File: config.mk
export PLATFORM = sky130hd
export DESIGN_NAME = elastic_memory_arbiter
export DESIGN_NICKNAME = d
export VERILOG_FILES = /design/src/rtl/elastic_memory_arbiter.sv
export SDC_FILE = /design/constraint.sdc
export NUM_CORES = 1
export LEC_CHECK = 0
export BUFFER_PORTS_ARGS = -buffer_cell sky130_fd_sc_hd__buf_2
export CORE_AREA = 2 2 174 176
export CTS_CLUSTER_SIZE = 12
export DETAILED_ROUTE_END_ITERATION = 6
export DIE_AREA = 0 0 176 178
export PLACE_DENSITY = 0.6
export SKIP_LAST_GASP = 1
export SYNTH_ARGS = -nofsm -noshare
export SYNTH_HDL_FRONTEND = slang
export SYNTH_SLANG_ARGS = --single-unit
File: constraint.sdc
create_clock -name clk -period 4.55 [get_ports clk]
set_clock_uncertainty 0.05 [all_clocks]
set_input_delay 0.91 -clock clk [delete_from_list [all_inputs] [get_ports clk]]
set_output_delay 0.91 -clock clk [all_outputs]
set_load 0.02 [all_outputs]
File: src/rtl/elastic_memory_arbiter.sv
// Round-robin arbiter that shares one single-ported synchronous data memory
// between NUM_PORTS elastic load/store requesters. Each port owns a single
// registered read-response slot. A load may only issue when that slot is
// free and no read for the port is in flight. Stores need no slot.
module elastic_memory_arbiter #(
    parameter int NUM_PORTS       = 4,
    parameter int DATA_WIDTH      = 32,
    parameter int ADDRESS_WIDTH   = 16,
    parameter int PORT_BIT_LENGTH = $clog2(NUM_PORTS)
) (
    input  logic                                      clk,
    input  logic                                      reset,
    input  logic [NUM_PORTS-1:0]                      req_valid,
    output logic [NUM_PORTS-1:0]                      req_stop,
    input  logic [NUM_PORTS-1:0]                      req_write,
    input  logic [NUM_PORTS-1:0][ADDRESS_WIDTH-1:0]   req_address,
    input  logic [NUM_PORTS-1:0][DATA_WIDTH-1:0]      req_write_data,
    output logic [NUM_PORTS-1:0]                      resp_valid,
    input  logic [NUM_PORTS-1:0]                      resp_stop,
    output logic [NUM_PORTS-1:0][DATA_WIDTH-1:0]      resp_data,
    output logic [ADDRESS_WIDTH-1:0]                  memory_read_address,
    output logic [ADDRESS_WIDTH-1:0]                  memory_write_address,
    output logic                                      memory_write,
    output logic [DATA_WIDTH-1:0]                     memory_write_data,
    input  logic [DATA_WIDTH-1:0]                     memory_read_data,
    output logic                                      grant_valid,
    output logic [PORT_BIT_LENGTH-1:0]                grant_index
);

    logic [PORT_BIT_LENGTH-1:0] rr_ptr;
    logic                       rd_inflight;
    logic [PORT_BIT_LENGTH-1:0] rd_port;
    logic [ADDRESS_WIDTH-1:0]   last_read_address;

    logic [NUM_PORTS-1:0]       pending;
    logic [NUM_PORTS-1:0]       eligible;
    logic                       grant_any;
    logic [PORT_BIT_LENGTH-1:0] grant_port;
    logic                       load_grant;
    logic                       store_grant;

    // A port is blocked from loading while its slot is full or its read is in flight.
    always_comb begin
        pending  = '0;
        eligible = '0;
        for (int i = 0; i < NUM_PORTS; i++) begin
            pending[i]  = resp_valid[i] | (rd_inflight & (rd_port == PORT_BIT_LENGTH'(i)));
            eligible[i] = req_valid[i] & (req_write[i] | ~pending[i]);
        end
    end

    // Scan from rr_ptr upward with wrap; the first eligible port wins.
    always_comb begin
        int                         sum;
        logic [PORT_BIT_LENGTH-1:0] idx;
        grant_any  = 1'b0;
        grant_port = '0;
        sum        = 0;
        idx        = '0;
        for (int k = 0; k < NUM_PORTS; k++) begin
            sum = int'(rr_ptr) + k;
            if (sum >= NUM_PORTS) begin
                sum = sum - NUM_PORTS;
            end
            idx = PORT_BIT_LENGTH'(sum);
            if (!grant_any && eligible[idx]) begin
                grant_any  = 1'b1;
                grant_port = idx;
            end
        end
    end

    // Handshake and memory drive derived from the single winner.
    always_comb begin
        load_grant           = grant_any & ~req_write[grant_port];
        store_grant          = grant_any & req_write[grant_port];
        grant_valid          = grant_any;
        grant_index          = grant_port;
        req_stop             = '1;
        if (grant_any) begin
            req_stop[grant_port] = 1'b0;
        end
        memory_write         = store_grant;
        memory_write_address = store_grant ? req_address[grant_port] : '0;
        memory_write_data    = store_grant ? req_write_data[grant_port] : '0;
        memory_read_address  = load_grant ? req_address[grant_port] : last_read_address;
    end

    // Arbitration pointer and read-tracking control state.
    always_ff @(posedge clk) begin
        if (reset) begin
            rr_ptr            <= '0;
            rd_inflight       <= 1'b0;
            rd_port           <= '0;
            last_read_address <= '0;
        end else begin
            if (grant_any) begin
                rr_ptr <= (int'(grant_port) == NUM_PORTS - 1) ? '0 : grant_port + 1'b1;
            end
            rd_inflight <= load_grant;
            if (load_grant) begin
                rd_port           <= grant_port;
                last_read_address <= req_address[grant_port];
            end
        end
    end

    // Response slots: drain on handshake, capture memory data one cycle after issue.
    always_ff @(posedge clk) begin
        if (reset) begin
            resp_valid <= '0;
            resp_data  <= '0;
        end else begin
            for (int i = 0; i < NUM_PORTS; i++) begin
                if (resp_valid[i] && !resp_stop[i]) begin
                    resp_valid[i] <= 1'b0;
                end
            end
            if (rd_inflight) begin
                resp_valid[rd_port] <= 1'b1;
                resp_data[rd_port]  <= memory_read_data;
            end
        end
    end

endmodule
==> results.py, run 1 <==
metrics = {
    "drt": {
        "wl_per_cell_um": 18.6,
        "drt_wl_total_mm": 35.1,
        "dr.pass1.iters": 5,
        "drt_first_iter_violations": 632,
        "antenna_left": 0,
        "drt_drc_violations_left": 0,
        "vias": 9260,
        "viasPerCell": 4.92,
    },
    "layout": {
        "final_cell_mix": "440 x buf_2, 411 x nand2_1, 153 x dfxtp_1",
        "fin_area_mm2": 0.0109,
        "drive_above_1_share_pct": 34.5,
        "area_delta_synth_final_pct": 41.7,
        "layout_commonest_cell": "buf_2",
        "fin_util_pct": 36.9,
        "fin_nets": 1714,
        "stdcell_count": 1883,
    },
    "placed_design": {
        "post_dp_cell_area_mm2": 0.0102,
        "portBuffers": 441,
        "gp_congestion": 0.914,
        "place_inst": 1842,
        "dp_hpwl_mm": 26.0,
    },
    "yosys": {
        "yosysWarnings": 0,
        "synth_top_area_cell": "dfxtp_1",
        "syn_area_per_cell_um2": 7.07,
        "yosys_most_used_dff": "dfxtp_1",
        "yosysSeqAreaShare_pct": 40.0,
        "synthTopCellsByArea": "dfxtp_1 40%, nand2_1 20%, a21oi_1 9.9%",
        "synth_top_area_share_pct": 40.0,
        "syn_nets": 1326,
        "yosys_register_bits": 153,
        "async_reset_ff_share_pct": 0,
        "yosysUniqueCellTypes": 43,
        "synth_edf_count": 0,
        "netlist_instances": 1084,
        "synth.cell_area_mm2": 0.00766,
    },
    "critical_path": {
        "worst-endpoint-required_ns": 3.59,
        "crit_fanout": 53,
        "end_kind": "primary output",
        "crit_type": "in2out",
        "start_kind": "primary input",
        "critPathMaxStageDelay_ns": 0.50,
        "arrival_ns": 3.46,
        "slowest_stage": "or4b_4",
        "crit_family": "buffers and inverters",
        "critical_path_buf_inv_count": 5,
        "crit_chain": "buf_2 -> or4b_4 -> and3_4 -> a211o_1 -> o2bb2ai_4 -> buf_6 -> inv_2 -> buf_12 -> a211o_1 -> o211ai_1 -> nand2_1 -> buf_2",
    },
    "pwr": {
        "finalPower_mw": 6.47,
        "netSwitchingFraction_pct": 46.1,
        "comb_power_share_pct": 53.3,
        "p_seq_share_pct": 24.7,
        "p_int_mw": 3.49,
        "p_leak_nw": 5.45,
        "clkPwrFrac_pct": 21.9,
        "ir_drop_uv": 301,
        "p_sw_mw": 2.98,
        "power_density_mw_per_mm2": 596,
    },
    "global_routing": {
        "grt-ovfl-total": 0,
        "grt_pass1_wl_mm": 49.6,
        "antenna_found_initial": 7,
        "grt_pass1_vias": 8438,
        "grt_max_degree": 99,
        "grt_usage_pct": 20.8,
    },
    "clock_network": {
        "clk_path_buf_depth": 2,
        "clkSinkCount": 153,
        "htreeDepth": 4,
        "cts_root_buf": "clkbuf_16",
        "cts_setup_buffers": 0,
        "path_clk_slew_ns": 0.06,
        "cts_tree": "built",
        "cts_buffers": 17,
        "insertion_delay_ns": 0.43,
    },
    "die": {
        "die_h_um": 178,
        "fp-row-count": 63,
        "io-pin-count": 442,
        "start_util_pct": 26.0,
        "fp.coreArea_mm2": 0.0294,
        "die-area_mm2": 0.0313,
        "die_x_um": 176,
    },
    "job": {
        "drv_cap": 0,
    },
    "timing": {
        "drv_slew": 0,
        "finalCriticalPeriod_ns": 4.42,
        "final_hold_viol_count": 0,
        "period_share_pct": 97.2,
        "worst_pin_slew_ns": 1.11,
        "fin_setup_tns_ns": 0,
        "rsz0062_at_grt": "false",
        "max_freq_mhz": 226,
        "slew_headroom_pct": 26.1,
        "setup_viol": 0,
    },
    "status": {
        "status": "complete, no violations",
    },
    "worst_hold_path": {
        "hold_path_class": "reg2reg",
    },
}
[cells in the mapped netlist (2+ instances only)]
library cell,count
nor2_1,5
o211a_1,33
a211o_1,35
and3_1,51
ha_1,4
and3_4,2
nand2_1,411
clkbuf_1,80
nand3_1,88
nand4bb_1,2
inv_1,2
buf_2,10
buf_1,5
o21ai_0,4
nand2b_1,3
dfxtp_1,153
a21oi_1,152
o211ai_1,19
[per-layer routing]
metal	vias up	track usage [%]	share of wire [%]	wire length [um]
li1	4482	-	-	-
met1	4348	25.5	41	14200
met2	391	34.8	49	17200
met3	35	5.80	8.4	2950
met4	4	7.58	1.8	644
met5	-	0	0.066	23
[layout make-up]
class / instances / area (um2)
tap: 390 / 488
clock inverter: 13 / 141
fill: 3206 / 18600
inverter: 3 / 11.3
antenna: 8 / 20.0
clock buffer: 19 / 443
multi-input combinational: 832 / 4250
sequential: 153 / 3060
timing repair buffer: 465 / 2430
[cell families after synthesis]
logic type	share of synthesized area (%)
compound gates	21.9
fa+ha+maj	0.654
buf+inv	5.21
simple gates	32.2
flops	40.0
[power groups by stage]
stage                     registers (mW)  logic [mW]  clock network, mW
final                               1.60        3.45               1.42
after global routing                1.62        3.73               1.51
after CTS                           1.60        3.42               1.46
after detailed placement            1.63        3.41                  0
after global placement              1.63        3.41                  0
after floorplan                     1.73        2.12                  0
[through the flow]
| stage | hold slack, ns | setup WS, ns |
|---|---|---|
| final | 0.397 | 0.128 |
| after global routing | 0.422 | 0.0235 |
| after detailed placement | 0.393 | -0.0641 |
| after global placement | 0.388 | 0.000480 |
| after floorplan | 0.403 | 0.403 |
| after CTS | 0.401 | 0.00127 |
[flip-flops by register name, summed over array words and instances, names as in the netlist]
name / flops
last_read_address: 16
rd_inflight: 1
rd_port: 2
resp_data: 128
resp_valid: 4
rr_ptr: 2
[timing repair]
| action | 4_1_cts | 5_1_grt |
|---|---|---|
| hold endpoints to repair | 0 | 0 |
| hold buffers | 0 | 0 |
| gates resized for setup | 1 | 6 |
| setup endpoints to repair | 8 | 64 |
| pin swaps | 0 | 1 |
| gates cloned | 0 | 1 |
[worst paths after layout]
path	startpoint	slack, ns	cells after the start	end
max	req_write[0]	0.13	12	memory_read_address[15]
min	resp_data[68]	0.40	2	resp_data[68]
max reg2reg	rd_port[0]	1.61	11	last_read_address[11]
min reg2reg	resp_data[68]	0.40	2	resp_data[68]
[worst reg2reg max path, delay by kind of cell (launching register included)]
| kind | cells | cell delay, ns |
|---|---|---|
| AO/OA/AOI/OAI | 6 | 1.13 |
| buffers and inverters | 4 | 0.99 |
| flip-flops | 1 | 0.39 |
| AND/OR/NAND/NOR | 1 | 0.24 |
No activity file was read; power rests on OpenSTA's default activity.
==> run 2: changes to the inputs <==
- MAX_ROUTING_LAYER: default -> met4
==> results.py, run 2 (synthesized netlist as in run 1, its figures left out) <==
metrics = {
    "status": {
        "status": "complete, no violations",
    },
    "critical_path": {
        "start_kind": "primary input",
        "arrival_ns": 3.44,
        "crit_type": "in2out",
        "cpMostUsedCell": "buf_2",
        "crit_fanout": 67,
        "crit_chain": "buf_2 -> or4b_4 -> and3_4 -> buf_4 -> a211oi_4 -> o21ai_4 -> inv_2 -> buf_6 -> nand2_1 -> nand3_1 -> and3_1 -> buf_2",
        "critPathMaxStageDelay_ns": 0.50,
        "worst-endpoint-required_ns": 3.59,
        "timing.rr.start": "rd_port[0]",
        "end_kind": "primary output",
        "slowest_stage": "or4b_4",
        "r2r_setup_slack_ns": 1.68,
        "r2r_end": "last_read_address[11]",
        "crit_start": "req_write[0]",
        "worst_r2r_path_depth": 11,
    },
    "clock_network": {
        "cts_tree": "built",
        "cts_setup_buffers": 0,
        "cts_root_buf": "clkbuf_16",
        "htreeDepth": 4,
        "clkSinkCount": 153,
        "path_clk_slew_ns": 0.06,
        "clk_path_buf_depth": 2,
        "insertion_delay_ns": 0.42,
        "hold_buffers": 0,
        "cts_buffers": 17,
    },
    "placed_design": {
        "place_inst": 1841,
        "portBuffers": 441,
        "gp_congestion": 0.917,
        "dp_hpwl_mm": 25.9,
        "dp_slack_ns": -0.104,
    },
    "die": {
        "fp.coreArea_mm2": 0.0294,
        "io-pin-count": 442,
        "fp-row-count": 63,
        "die_h_um": 178,
        "start_util_pct": 26.0,
        "die-area_mm2": 0.0313,
        "die_x_um": 176,
    },
    "drt": {
        "drt_wl_total_mm": 35.3,
        "dr.pass1.iters": 5,
        "drt_first_iter_violations": 532,
        "vias": 9379,
        "antenna_left": 0,
        "viasPerCell": 4.99,
        "drt_drc_violations_left": 0,
        "wl_per_cell_um": 18.8,
    },
    "worst_hold_path": {
        "hp-start": "resp_data[126]",
        "hold_path_class": "reg2reg",
        "holdPathStages": 2,
        "min_to": "resp_data[126]",
    },
    "layout": {
        "stdcell_count": 1881,
        "drive_above_1_share_pct": 34.3,
        "layout_commonest_cell": "buf_2",
        "fin_nets": 1713,
        "largest_reg_flops": 128,
        "area_delta_synth_final_pct": 41.5,
        "fin_util_pct": 36.9,
        "top_register": "resp_data",
        "multiInputGateArea_mm2": 0.00425,
        "top_regs": "resp_data x128, last_read_address x16, resp_valid x4",
        "seq_area_mm2": 0.00306,
        "final_cell_mix": "440 x buf_2, 411 x nand2_1, 153 x dfxtp_1",
        "nFillCells": 3173,
    },
    "pwr": {
        "finalPower_mw": 6.49,
        "p_leak_nw": 5.44,
        "power_density_mw_per_mm2": 598,
        "ir_drop_uv": 253,
    },
    "timing": {
        "setup_viol": 0,
        "final_hold_viol_count": 0,
        "worst_pin_slew_ns": 1.15,
        "fin_hold_ws_ns": 0.401,
        "period_share_pct": 96.8,
        "max_freq_mhz": 227,
        "setup_ws_ns": 0.146,
        "drv_slew": 0,
        "rsz0062_at_grt": "false",
        "finalCriticalPeriod_ns": 4.40,
        "slew_headroom_pct": 23.1,
    },
    "global_routing": {
        "antenna_found_initial": 6,
        "grt_pass1_vias": 8658,
        "grt-ovfl-total": 0,
        "grt_usage_pct": 21.6,
        "grt_pass1_wl_mm": 49.9,
        "grt_max_degree": 99,
    },
    "job": {
        "drv_cap": 0,
    },
}
## run 2: worst max-delay path, delay by kind of cell
kind	cells	cell delay [ns]
simple gates	5	1.15
buf+inv	5	0.96
compound gates	2	0.39
## run 2: area by class of cell
type                    instances  area share [%]
inverters                       3           0.127
well taps                     390            4.50
repair buffers                464            22.3
clock inverters                 9            1.15
clock buffers                  21            4.16
multi-input cells             832            39.2
flip-flops and latches        153            28.3
diodes                          9           0.208
## run 2: per-layer routing
layer / global-route usage, % / up-vias / wire length (um)
met5: - / - / 0
met4: 9.09 / 0 / 901
met3: 4.90 / 46 / 2450
met2: 35.4 / 383 / 17400
met1: 25.5 / 4474 / 14600
li1: - / 4476 / -
## run 2: stage by stage
stage	TNS (ns)	area, um2
after CTS	0	10800
after detailed placement	-0.665	10200
after global placement	-0.217	10200
final	0	10800
after floorplan	0	7660
after global routing	0	10800
## run 2: power breakdown
group / leakage, nW / switching [mW] / internal, mW / total, mW
clock: 0.279 / 0.558 / 0.867 / 1.43
sequential: 1.24 / 0.0863 / 1.52 / 1.60
combinational: 3.92 / 2.31 / 1.15 / 3.46
total: 5.44 / 2.96 / 3.53 / 6.49
## run 2: how the worst max path moves through the flow
| stage | to | cells after the start |
|---|---|---|
| after detailed placement | memory_read_address[10] | 10 |
| after CTS | memory_write_data[24] | 10 |
| after global placement | memory_read_address[7] | 10 |
| after global routing | memory_write_data[0] | 12 |
| final | memory_write_data[0] | 12 |
| after floorplan | memory_write_data[12] | 13 |
## run 2: timing repair
action / in CTS / in global routing
gates cloned: 0 / 1
pin swaps: 0 / 1
endpoints found under the setup margin: 9 / 64
resized for setup: 2 / 6
endpoints found under the hold margin: 0 / 0
==> run 3: changes to the inputs <==
- BUFFER_PORTS_ARGS: -buffer_cell sky130_fd_sc_hd__buf_2 -> -buffer_cell sky130_fd_sc_hd__buf_4
==> results.py, run 3 (synthesized netlist as in run 1, its figures left out) <==
metrics = {
    "status": {
        "status": "complete, no violations",
    },
    "critical_path": {
        "start_kind": "register",
        "end_kind": "primary output",
        "worst-endpoint-required_ns": 3.59,
        "crit_fanout": 49,
        "crit_type": "reg2out",
        "r2r_setup_slack_ns": 1.61,
        "arrival_ns": 3.36,
    },
    "layout": {
        "final_cell_mix": "458 x buf_4, 411 x nand2_1, 153 x dfxtp_1",
        "largest_reg_flops": 128,
        "layout_commonest_cell": "buf_4",
        "top_regs": "resp_data x128, last_read_address x16, resp_valid x4",
        "drive_above_1_share_pct": 34.3,
        "fin_nets": 1709,
        "area_delta_synth_final_pct": 55.5,
        "top_register": "resp_data",
        "stdcell_count": 1874,
    },
    "drt": {
        "drt_wl_total_mm": 35.9,
        "vias": 9232,
        "antenna_left": 0,
        "drt_drc_violations_left": 0,
        "drt_first_iter_violations": 426,
        "dr.pass1.iters": 5,
        "viasPerCell": 4.93,
        "wl_per_cell_um": 19.2,
    },
    "worst_hold_path": {
        "hold_path_class": "reg2reg",
    },
    "timing": {
        "finalCriticalPeriod_ns": 4.32,
        "period_share_pct": 95.0,
        "fin_setup_tns_ns": 0,
        "rsz0062_at_grt": "false",
        "worst_pin_slew_ns": 0.933,
        "drv_slew": 0,
        "slew_headroom_pct": 37.6,
        "max_freq_mhz": 231,
        "final_hold_viol_count": 0,
        "setup_viol": 0,
    },
    "pwr": {
        "clkPwrFrac_pct": 21.6,
        "power_density_mw_per_mm2": 576,
        "comb_power_share_pct": 54.8,
        "p_leak_nw": 5.67,
        "netSwitchingFraction_pct": 44.5,
        "ir_drop_uv": 246,
        "finalPower_mw": 6.87,
        "p_seq_share_pct": 23.6,
        "p_sw_mw": 3.06,
        "p_int_mw": 3.81,
    },
    "die": {
        "fp-row-count": 63,
        "die_h_um": 178,
        "die-area_mm2": 0.0313,
        "fp.coreArea_mm2": 0.0294,
        "start_util_pct": 26.0,
        "io-pin-count": 442,
        "die_x_um": 176,
    },
    "clock_network": {
        "clkSinkCount": 153,
        "cts_root_buf": "clkbuf_16",
        "insertion_delay_ns": 0.41,
        "hold_buffers": 0,
        "clk_path_buf_depth": 2,
        "path_clk_slew_ns": 0.07,
        "cts_tree": "built",
        "htreeDepth": 4,
        "cts_buffers": 17,
    },
    "global_routing": {
        "met1_usage_pct": 26.9,
        "grt_use_met3_pct": 6.03,
        "grt_pass1_vias": 8476,
        "grt_usage_pct": 22.1,
        "grt_util_met2_pct": 35.8,
        "antenna_found_initial": 5,
        "grt_max_degree": 79,
        "grt-ovfl-total": 0,
        "grt_pass1_wl_mm": 51.4,
        "grt.busiest_layer": "met2",
    },
    "placed_design": {
        "gp_congestion": 0.953,
        "portBuffers": 441,
        "dp_hpwl_mm": 26.3,
        "place_inst": 1838,
    },
    "job": {
        "drv_cap": 0,
    },
}
==> run 3: repair_timing <==
| action | in CTS | in global routing |
|---|---|---|
| buffers inserted | 0 | 0 |
| setup endpoints to repair | 0 | 5 |
| gates resized for setup | 0 | 1 |
==> run 3: path summary, 6_finish.rpt <==
kind                       from               endpoint  cells after the start
setup reg to reg    rd_inflight              rr_ptr[1]                      9
hold / removal    resp_data[93]          resp_data[93]                      2
setup / recovery    rd_inflight  memory_write_data[30]                      9
hold reg to reg   resp_data[93]          resp_data[93]                      2
==> run 3: power groups by stage <==
| stage | registers [mW] | logic [mW] | clock network [mW] |
|---|---|---|---|
| 6_report | 1.62 | 3.77 | 1.48 |
| 5_1_grt | 1.64 | 4.04 | 1.58 |
| 4_1_cts | 1.62 | 3.78 | 1.53 |
| 3_5_place_dp | 1.65 | 3.77 | 0 |
| 3_3_place_gp | 1.64 | 3.77 | 0 |
| 2_1_floorplan | 1.73 | 2.12 | 0 |
==> run 3: per-layer routing <==
layer,wire [um],vias to the layer above
met2,17500,367
met4,744,0
met3,2850,33
met1,14800,4359
met5,0,-
li1,-,4473
==> run 3: metrics by stage <==
stage | cell area [um2] | util [%] | hold WS (ns) | setup WS, ns
2_1_floorplan | 7660 | - | 0.403 | 0.403
3_3_place_gp | 11300 | 38.4 | 0.392 | 0.217
3_5_place_dp | 11300 | 38.4 | 0.397 | 0.211
4_1_cts | 11900 | 40.5 | 0.406 | 0.187
5_1_grt | 11900 | 40.5 | 0.424 | 0.0635
6_report | 11900 | 40.5 | 0.404 | 0.229
==> run 3: cell type report <==
cell class / count / area [um2]
Sequential cell: 153 / 3060
Timing Repair Buffer: 461 / 3500
Fill cell: 3097 / 17500
Antenna cell: 5 / 12.5
Clock inverter: 14 / 178
Multi-Input combinational cell: 831 / 4240
Tap cell: 390 / 488
Clock buffer: 17 / 425
Inverter: 3 / 11.3
==> run 3: critical path, stage by stage, from the launching register on <==
cell	delay [ns]
dfxtp_1	0.57
or4b_4	0.53
and3_4	0.21
a211oi_4	0.31
o21ai_4	0.09
inv_2	0.12
a211o_1	0.16
and3_4	0.52
and3_1	0.26
buf_4	0.15
